**src/rtl/obstacle_scheduler.sv**
```systemverilog
// obstacle_scheduler
// Owns the obstacle slots of the T-rex runner. On each accepted frame tick
// it scrolls every active slot left by one step, retires slots that reach
// the left edge, and may spawn a new obstacle into the lowest free slot.
// Scroll speed is derived from the running score while idle.
//
// Ports:
//   ClkPort     system clock
//   Reset       asynchronous, active-high reset
//   tick        one-cycle frame strobe (ignored unless idle and run=1)
//   run         game running
//   restart     synchronous clear of game state (LFSR is kept)
//   score       current score
//   obs_x       packed right-edge x per slot, slot i at [10i+9:10i]
//   obs_active  slot valid flags
//   obs_type    packed 2-bit obstacle type per slot
//   speed       current scroll speed
//   spawn       one-cycle pulse in the cycle a slot is filled
//   frame_done  one-cycle pulse in the cycle a tick's update completes
//
// Build option: define OBS_BIRD_EN to enable type 3 (bird), which scrolls
// at speed+1. Without it, type 3 is remapped to type 1.

module obstacle_scheduler #(
  parameter int unsigned NUM_SLOTS      = 3,
  parameter int unsigned SCREEN_W       = 640,
  parameter int unsigned OBS_W          = 20,
  parameter int unsigned MIN_GAP        = 160,
  parameter logic [6:0]  RAND_MASK      = 7'h7F,
  parameter int unsigned SPEED_INIT     = 2,
  parameter int unsigned SPEED_MAX      = 8,
  parameter int unsigned SPEED_STEP_PTS = 100,
  parameter logic [15:0] LFSR_SEED      = 16'hACE1
) (
  input  logic                     ClkPort,
  input  logic                     Reset,
  input  logic                     tick,
  input  logic                     run,
  input  logic                     restart,
  input  logic [15:0]              score,
  output logic [NUM_SLOTS*10-1:0]  obs_x,
  output logic [NUM_SLOTS-1:0]     obs_active,
  output logic [NUM_SLOTS*2-1:0]   obs_type,
  output logic [3:0]               speed,
  output logic                     spawn,
  output logic                     frame_done
);

  localparam int unsigned        IDX_W    = (NUM_SLOTS > 1) ? $clog2(NUM_SLOTS) : 1;
  localparam logic [9:0]         SPAWN_X  = 10'(SCREEN_W + OBS_W - 1);
  localparam logic [IDX_W-1:0]   LAST_IDX = IDX_W'(NUM_SLOTS - 1);

  typedef enum logic [1:0] {ST_IDLE, ST_UPDATE, ST_SPAWN} state_t;

  state_t               state;
  logic [IDX_W-1:0]     idx;
  logic [9:0]           x_q [NUM_SLOTS];
  logic [1:0]           type_q [NUM_SLOTS];
  logic [NUM_SLOTS-1:0] act_q;
  logic [9:0]           gap_cnt;
  logic [16:0]          threshold;
  logic [15:0]          lfsr;

  // Shared per-slot datapath, steered by idx
  logic [9:0]           cur_x;
  logic [4:0]           step;
  logic                 retire;
  logic [9:0]           x_next;
  logic [NUM_SLOTS-1:0] act_after;
  logic [10:0]          gap_need;
  logic                 gap_ok;
  logic [10:0]          gap_sum;
  logic [9:0]           gap_sat;
  logic [IDX_W-1:0]     free_idx;
  logic [1:0]           new_type;
  logic [15:0]          lfsr_next;
  logic                 speed_up;

  for (genvar g = 0; g < NUM_SLOTS; g++) begin : g_pack
    assign obs_x[g*10 +: 10] = x_q[g];
    assign obs_type[g*2 +: 2] = type_q[g];
  end
  assign obs_active = act_q;

  always_comb begin
    cur_x = x_q[idx];
`ifdef OBS_BIRD_EN
    step = (type_q[idx] == 2'd3) ? ({1'b0, speed} + 5'd1) : {1'b0, speed};
`else
    step = {1'b0, speed};
`endif
    retire = act_q[idx] && (cur_x <= {5'd0, step});
    x_next = cur_x - {5'd0, step};

    // Free-slot test must see the retire happening on the last UPDATE edge,
    // because the spawn decision is registered on that same edge.
    act_after = act_q;
    if (retire) act_after[idx] = 1'b0;

    gap_need = 11'(MIN_GAP) + {4'd0, lfsr[6:0] & RAND_MASK};
    gap_ok   = ({1'b0, gap_cnt} >= gap_need);
    gap_sum  = {1'b0, gap_cnt} + {7'd0, speed};
    gap_sat  = gap_sum[10] ? '1 : gap_sum[9:0];

    free_idx = '0;
    for (int unsigned i = NUM_SLOTS; i > 0; i--) begin
      if (!act_q[IDX_W'(i - 1)]) free_idx = IDX_W'(i - 1);
    end

    new_type = lfsr[9:8];
`ifndef OBS_BIRD_EN
    if (new_type == 2'd3) new_type = 2'd1;
`endif

    lfsr_next = {lfsr[14:0], lfsr[15] ^ lfsr[13] ^ lfsr[12] ^ lfsr[10]};
    speed_up  = ({1'b0, score} >= threshold) && (speed < 4'(SPEED_MAX));
  end

  always_ff @(posedge ClkPort or posedge Reset) begin
    if (Reset) begin
      state      <= ST_IDLE;
      idx        <= '0;
      x_q        <= '{default: '0};
      type_q     <= '{default: '0};
      act_q      <= '0;
      gap_cnt    <= '0;
      threshold  <= 17'(SPEED_STEP_PTS);
      lfsr       <= LFSR_SEED;
      speed      <= 4'(SPEED_INIT);
      spawn      <= 1'b0;
      frame_done <= 1'b0;
    end else if (restart) begin
      state      <= ST_IDLE;
      idx        <= '0;
      x_q        <= '{default: '0};
      type_q     <= '{default: '0};
      act_q      <= '0;
      gap_cnt    <= '0;
      threshold  <= 17'(SPEED_STEP_PTS);
      speed      <= 4'(SPEED_INIT);
      spawn      <= 1'b0;
      frame_done <= 1'b0;
    end else begin
      case (state)
        ST_IDLE: begin
          spawn      <= 1'b0;
          frame_done <= 1'b0;
          if (speed_up) begin
            speed     <= speed + 4'd1;
            threshold <= threshold + 17'(SPEED_STEP_PTS);
          end
          if (tick && run) begin
            state <= ST_UPDATE;
            idx   <= '0;
          end
        end
        ST_UPDATE: begin
          if (act_q[idx]) begin
            if (retire) begin
              act_q[idx] <= 1'b0;
              x_q[idx]   <= '0;
            end else begin
              x_q[idx] <= x_next;
            end
          end
          if (idx == LAST_IDX) begin
            // Pulses are registered here so they are visible during SPAWN.
            state      <= ST_SPAWN;
            spawn      <= gap_ok && !(&act_after);
            frame_done <= 1'b1;
          end else begin
            idx <= idx + IDX_W'(1);
          end
        end
        ST_SPAWN: begin
          if (spawn) begin
            x_q[free_idx]    <= SPAWN_X;
            type_q[free_idx] <= new_type;
            act_q[free_idx]  <= 1'b1;
            gap_cnt          <= '0;
          end else begin
            gap_cnt <= gap_sat;
          end
          lfsr       <= lfsr_next;
          spawn      <= 1'b0;
          frame_done <= 1'b0;
          state      <= ST_IDLE;
        end
        default: state <= ST_IDLE;
      endcase
    end
  end

endmodule

```
**config.mk**
```make
export PLATFORM = sky130hd
export DESIGN_NAME = obstacle_scheduler
export DESIGN_NICKNAME = d
export VERILOG_FILES = /design/src/rtl/obstacle_scheduler.sv
export SDC_FILE = /design/constraint.sdc
export NUM_CORES = 1
export LEC_CHECK = 0
export CAP_MARGIN = 20
export CORE_AREA = 2 2 124 139
export DETAILED_ROUTE_END_ITERATION = 8
export DIE_AREA = 0 0 126 141
export PLACE_DENSITY = 0.66
export SYNTH_ARGS = -nofsm -noshare
export SYNTH_HDL_FRONTEND = slang
export SYNTH_SLANG_ARGS = --single-unit
```
**constraint.sdc**
```tcl
create_clock -name ClkPort -period 3.9 [get_ports ClkPort]
set_input_delay 0.78 -clock ClkPort [delete_from_list [all_inputs] [get_ports ClkPort]]
set_output_delay 0.78 -clock ClkPort [all_outputs]
set_load 0.05 [all_outputs]
```
==> impl_metrics.toml <==
[status]
status = "finished, final reports clean"

[clock_network]
cts_tree = "built"
cts_buffers = 9
postCtsHoldBufs = 0
cts_max_path_buffers = 2
clock_latency_ns = 0.36
ctsResizeCount = 0
postCtsSetupRepairBufs = 0
numClockSinks = 90
clk_transition_reported_paths_ns = 0.07
h-tree-depth = 3
cts-root-buf = "clkbuf_16"

[floorplanning]
pin_count = 66
fp-row-count = 50
fp.dieArea_sq_mm = 0.0178
die_width_um = 126
fp.dieH_um = 141
core_sq_mm = 0.0165
start_util_pct = 34.1

[job]
maxCapViolations = 0

[drt]
postRouteAntennaNets = 0
avgRoutedWirePerCell_um = 16.5
wirelength_mm = 14.6
drc = 0
dr.first_iter.drc_count = 310
dr_total_vias = 4853
first_pass_iters = 5
post_drt_via_cell_ratio = 5.48

[place]
gp_congestion = 0.897
io_buffers = 65
placed_cell_area_sq_mm = 0.00654
hpwl_mm = 10.8
dp.cells = 869

[worst_setup_path]
reg2reg_from = "idx[1]"
critPathRequiredTime_ns = 4.20
startpoint = "idx[1]"
path_max_fanout = 6
cp_cell_sequence = "mux2i_1 > nor2_1 > a31oi_1 > ha_1 > inv_1 > fa_1 > a21o_1 > a21oi_1 > a41oi_1 > or4_1 > nor2_4 > a22oi_1 > o22ai_1 > o21a_1"
cpMaxStageDelayCell = "or4_1"
cp-start-kind = "flip-flop"
worst-setup-path-type = "flip-flop to flip-flop"
cp_slowest_stage_delay_ns = 0.88
crit_path_end_kind = "flip-flop"
worstPathArrival_ns = 3.85

[synthesis]
synth_top_area_share_pct = 34.7
syn_avg_cell_area_sq_um = 9.30
synthCells = 605
synth_area_leaders = "dfrtp_1, ha_1, dfstp_2, nor2_1, o21ai_0"
synthFlopType = "dfrtp_1"
synth_nets = 665
ys_ff_latch = 90
yosysWarnings = 0
async_reset_ff_share_pct = 100
syn-cell-area_sq_mm = 0.00563
synth_area_leader_cell = "dfrtp_1"
ys_top_cells_by_count = "dfrtp_1, nor2_1, o21ai_0, nand2_1, a21oi_1"
yosysSeqAreaShare_pct = 40.3
yosysMostFrequentCell = "dfrtp_1"
synth_cell_type_count = 69
synth_edf_count = 0

[timing]
period_share_pct = 91.1
fin_skew_ns = 0.0104
hold_viol = 0
relSlewSlack_pct = 43.7
timing.fmax_mhz = 281
fin_tns_setup_ns = 0
setup_viol = 0
rsz0062_at_grt = "false"
final-max-slew-violation-count = 0
fin_crit_ns = 3.55
tightest_slew_ns = 0.845

[final_layout]
regArea_sq_mm = 0.00227
layout.cells.non_filler = 886
areaGrowthSynthToFinish_pct = 21.9
nNetsFinal = 733
multi_input_area_sq_mm = 0.00312
drive_gt1_share_pct = 10.9
fillers = 1659
fin_area_sq_mm = 0.00686
diodes = 0

[power]
peakVddDrop_mv = 0.263
pwr_density_cell_mw_per_mm2 = 369
power.total_mw = 2.53
leakagePower_nw = 2.90

[hold_path]
hp-class = "flip-flop to flip-flop"
hold_path_startpoint = "lfsr[1]"

[global_route]
grt_pass1_wl_mm = 24.2
antenna_found_initial = 0
grt_max_degree = 47
first_global_vias = 4792
grt_usage_pct = 17.0
grt-ovfl-total = 0
metal layers:
metal | GRT usage, % | wire length [um] | vias to the layer above
li1 | - | - | 2338
met1 | 21.3 | 6440 | 2366
met2 | 29.0 | 7280 | 118
met3 | 3.87 | 572 | 31
met4 | 5.73 | 337 | 0
met5 | 0 | 0 | -
flip-flops by register name, summed over array words and instances, names as in the netlist:
| signal | count |
|---|---|
| frame_done | 1 |
| gap_cnt | 10 |
| idx | 2 |
| lfsr | 16 |
| obs_active | 3 |
| obs_type | 6 |
| obs_x | 30 |
| spawn | 1 |
| speed | 4 |
| state | 2 |
| threshold | 15 |
path summary, 6_finish.rpt:
| kind | end | slack, ns | depth (start not counted) |
|---|---|---|---|
| setup / recovery | obs_x[24] | 0.35 | 14 |
| hold / removal | lfsr[2] | 0.49 | 2 |
| setup reg to reg | obs_x[24] | 0.35 | 14 |
| hold reg to reg | lfsr[2] | 0.49 | 2 |
| max in group asynchronous | lfsr[7] | 2.27 | 3 |
| min in group asynchronous | threshold[14] | 0.88 | 2 |
cells in the final DEF (no fill, tap or decap), types with 4 or more instances in the layout:
| cell | synthesis | layout |
|---|---|---|
| dfrtp_1 | 78 | 78 |
| nor2_1 | 66 | 66 |
| clkdlybuf4s50_1 | 0 | 64 |
| o21ai_0 | 44 | 44 |
| nand2_1 | 43 | 43 |
| a21oi_1 | 41 | 41 |
| ha_1 | 37 | 37 |
| inv_1 | 35 | 34 |
| mux2i_1 | 16 | 16 |
| a22o_1 | 16 | 16 |
| o21a_1 | 15 | 15 |
| o22ai_1 | 14 | 14 |
| mux2_2 | 13 | 13 |
| xnor2_1 | 12 | 12 |
| dfstp_2 | 12 | 12 |
| buf_4 | 1 | 12 |
| nor2b_1 | 11 | 11 |
| nor3_1 | 10 | 10 |
| nand3_1 | 9 | 9 |
| clkbuf_16 | 0 | 9 |
| a21o_1 | 8 | 8 |
| nand2b_1 | 8 | 8 |
| nand4_1 | 7 | 7 |
| a31oi_1 | 7 | 7 |
| a211oi_1 | 5 | 5 |
| a22oi_1 | 5 | 5 |
| and3_1 | 4 | 4 |
| or3_1 | 4 | 4 |
| or2_2 | 4 | 4 |
power by group:
group | internal [mW] | total, mW | switching [mW]
Clock | 0.514 | 0.924 | 0.410
Combinational | 0.232 | 0.588 | 0.356
Sequential | 0.973 | 1.02 | 0.0469
cell families after synthesis:
group                    synth area share (%)
buffers and inverters                    4.27
multiplexers                             5.71
adder cells (fa/ha/maj)                  8.94
AO/OA/AOI/OAI                            22.1
flip-flops                               40.3
AND/OR/NAND/NOR                          16.5
XOR/XNOR                                 2.18
per-stage QoR:
| stage | hold WS, ns | utilization (%) | setup WS [ns] |
|---|---|---|---|
| 2_1_floorplan | 0.450 | - | 0.359 |
| 3_3_place_gp | 0.475 | 39.6 | 0.477 |
| 3_5_place_dp | 0.489 | 39.6 | 0.372 |
| 4_1_cts | 0.504 | 41.5 | 0.351 |
| 5_1_grt | 0.514 | 41.5 | 0.128 |
| 6_report | 0.493 | 41.5 | 0.345 |
worst max-delay path: cells and delay by family (launching register included):
family                     cells  cell delay, ns
and+or+nand+nor                3            1.12
AOI/OAI and AO/OA              7            1.11
adders and majority gates      2            0.57
DFF                            1            0.41
muxes                          1            0.21
buffers and inverters          1            0.05
final cells by class:
| cell class | count | area share, % |
|---|---|---|
| multi-input combinational | 458 | 45.5 |
| sequential | 90 | 33.0 |
| timing repair buffer | 79 | 11.1 |
| tap | 208 | 3.79 |
| clock buffer | 9 | 3.28 |
| inverter | 35 | 1.93 |
| clock inverter | 7 | 1.35 |
Note: power is estimated with default switching activity, not from simulation.
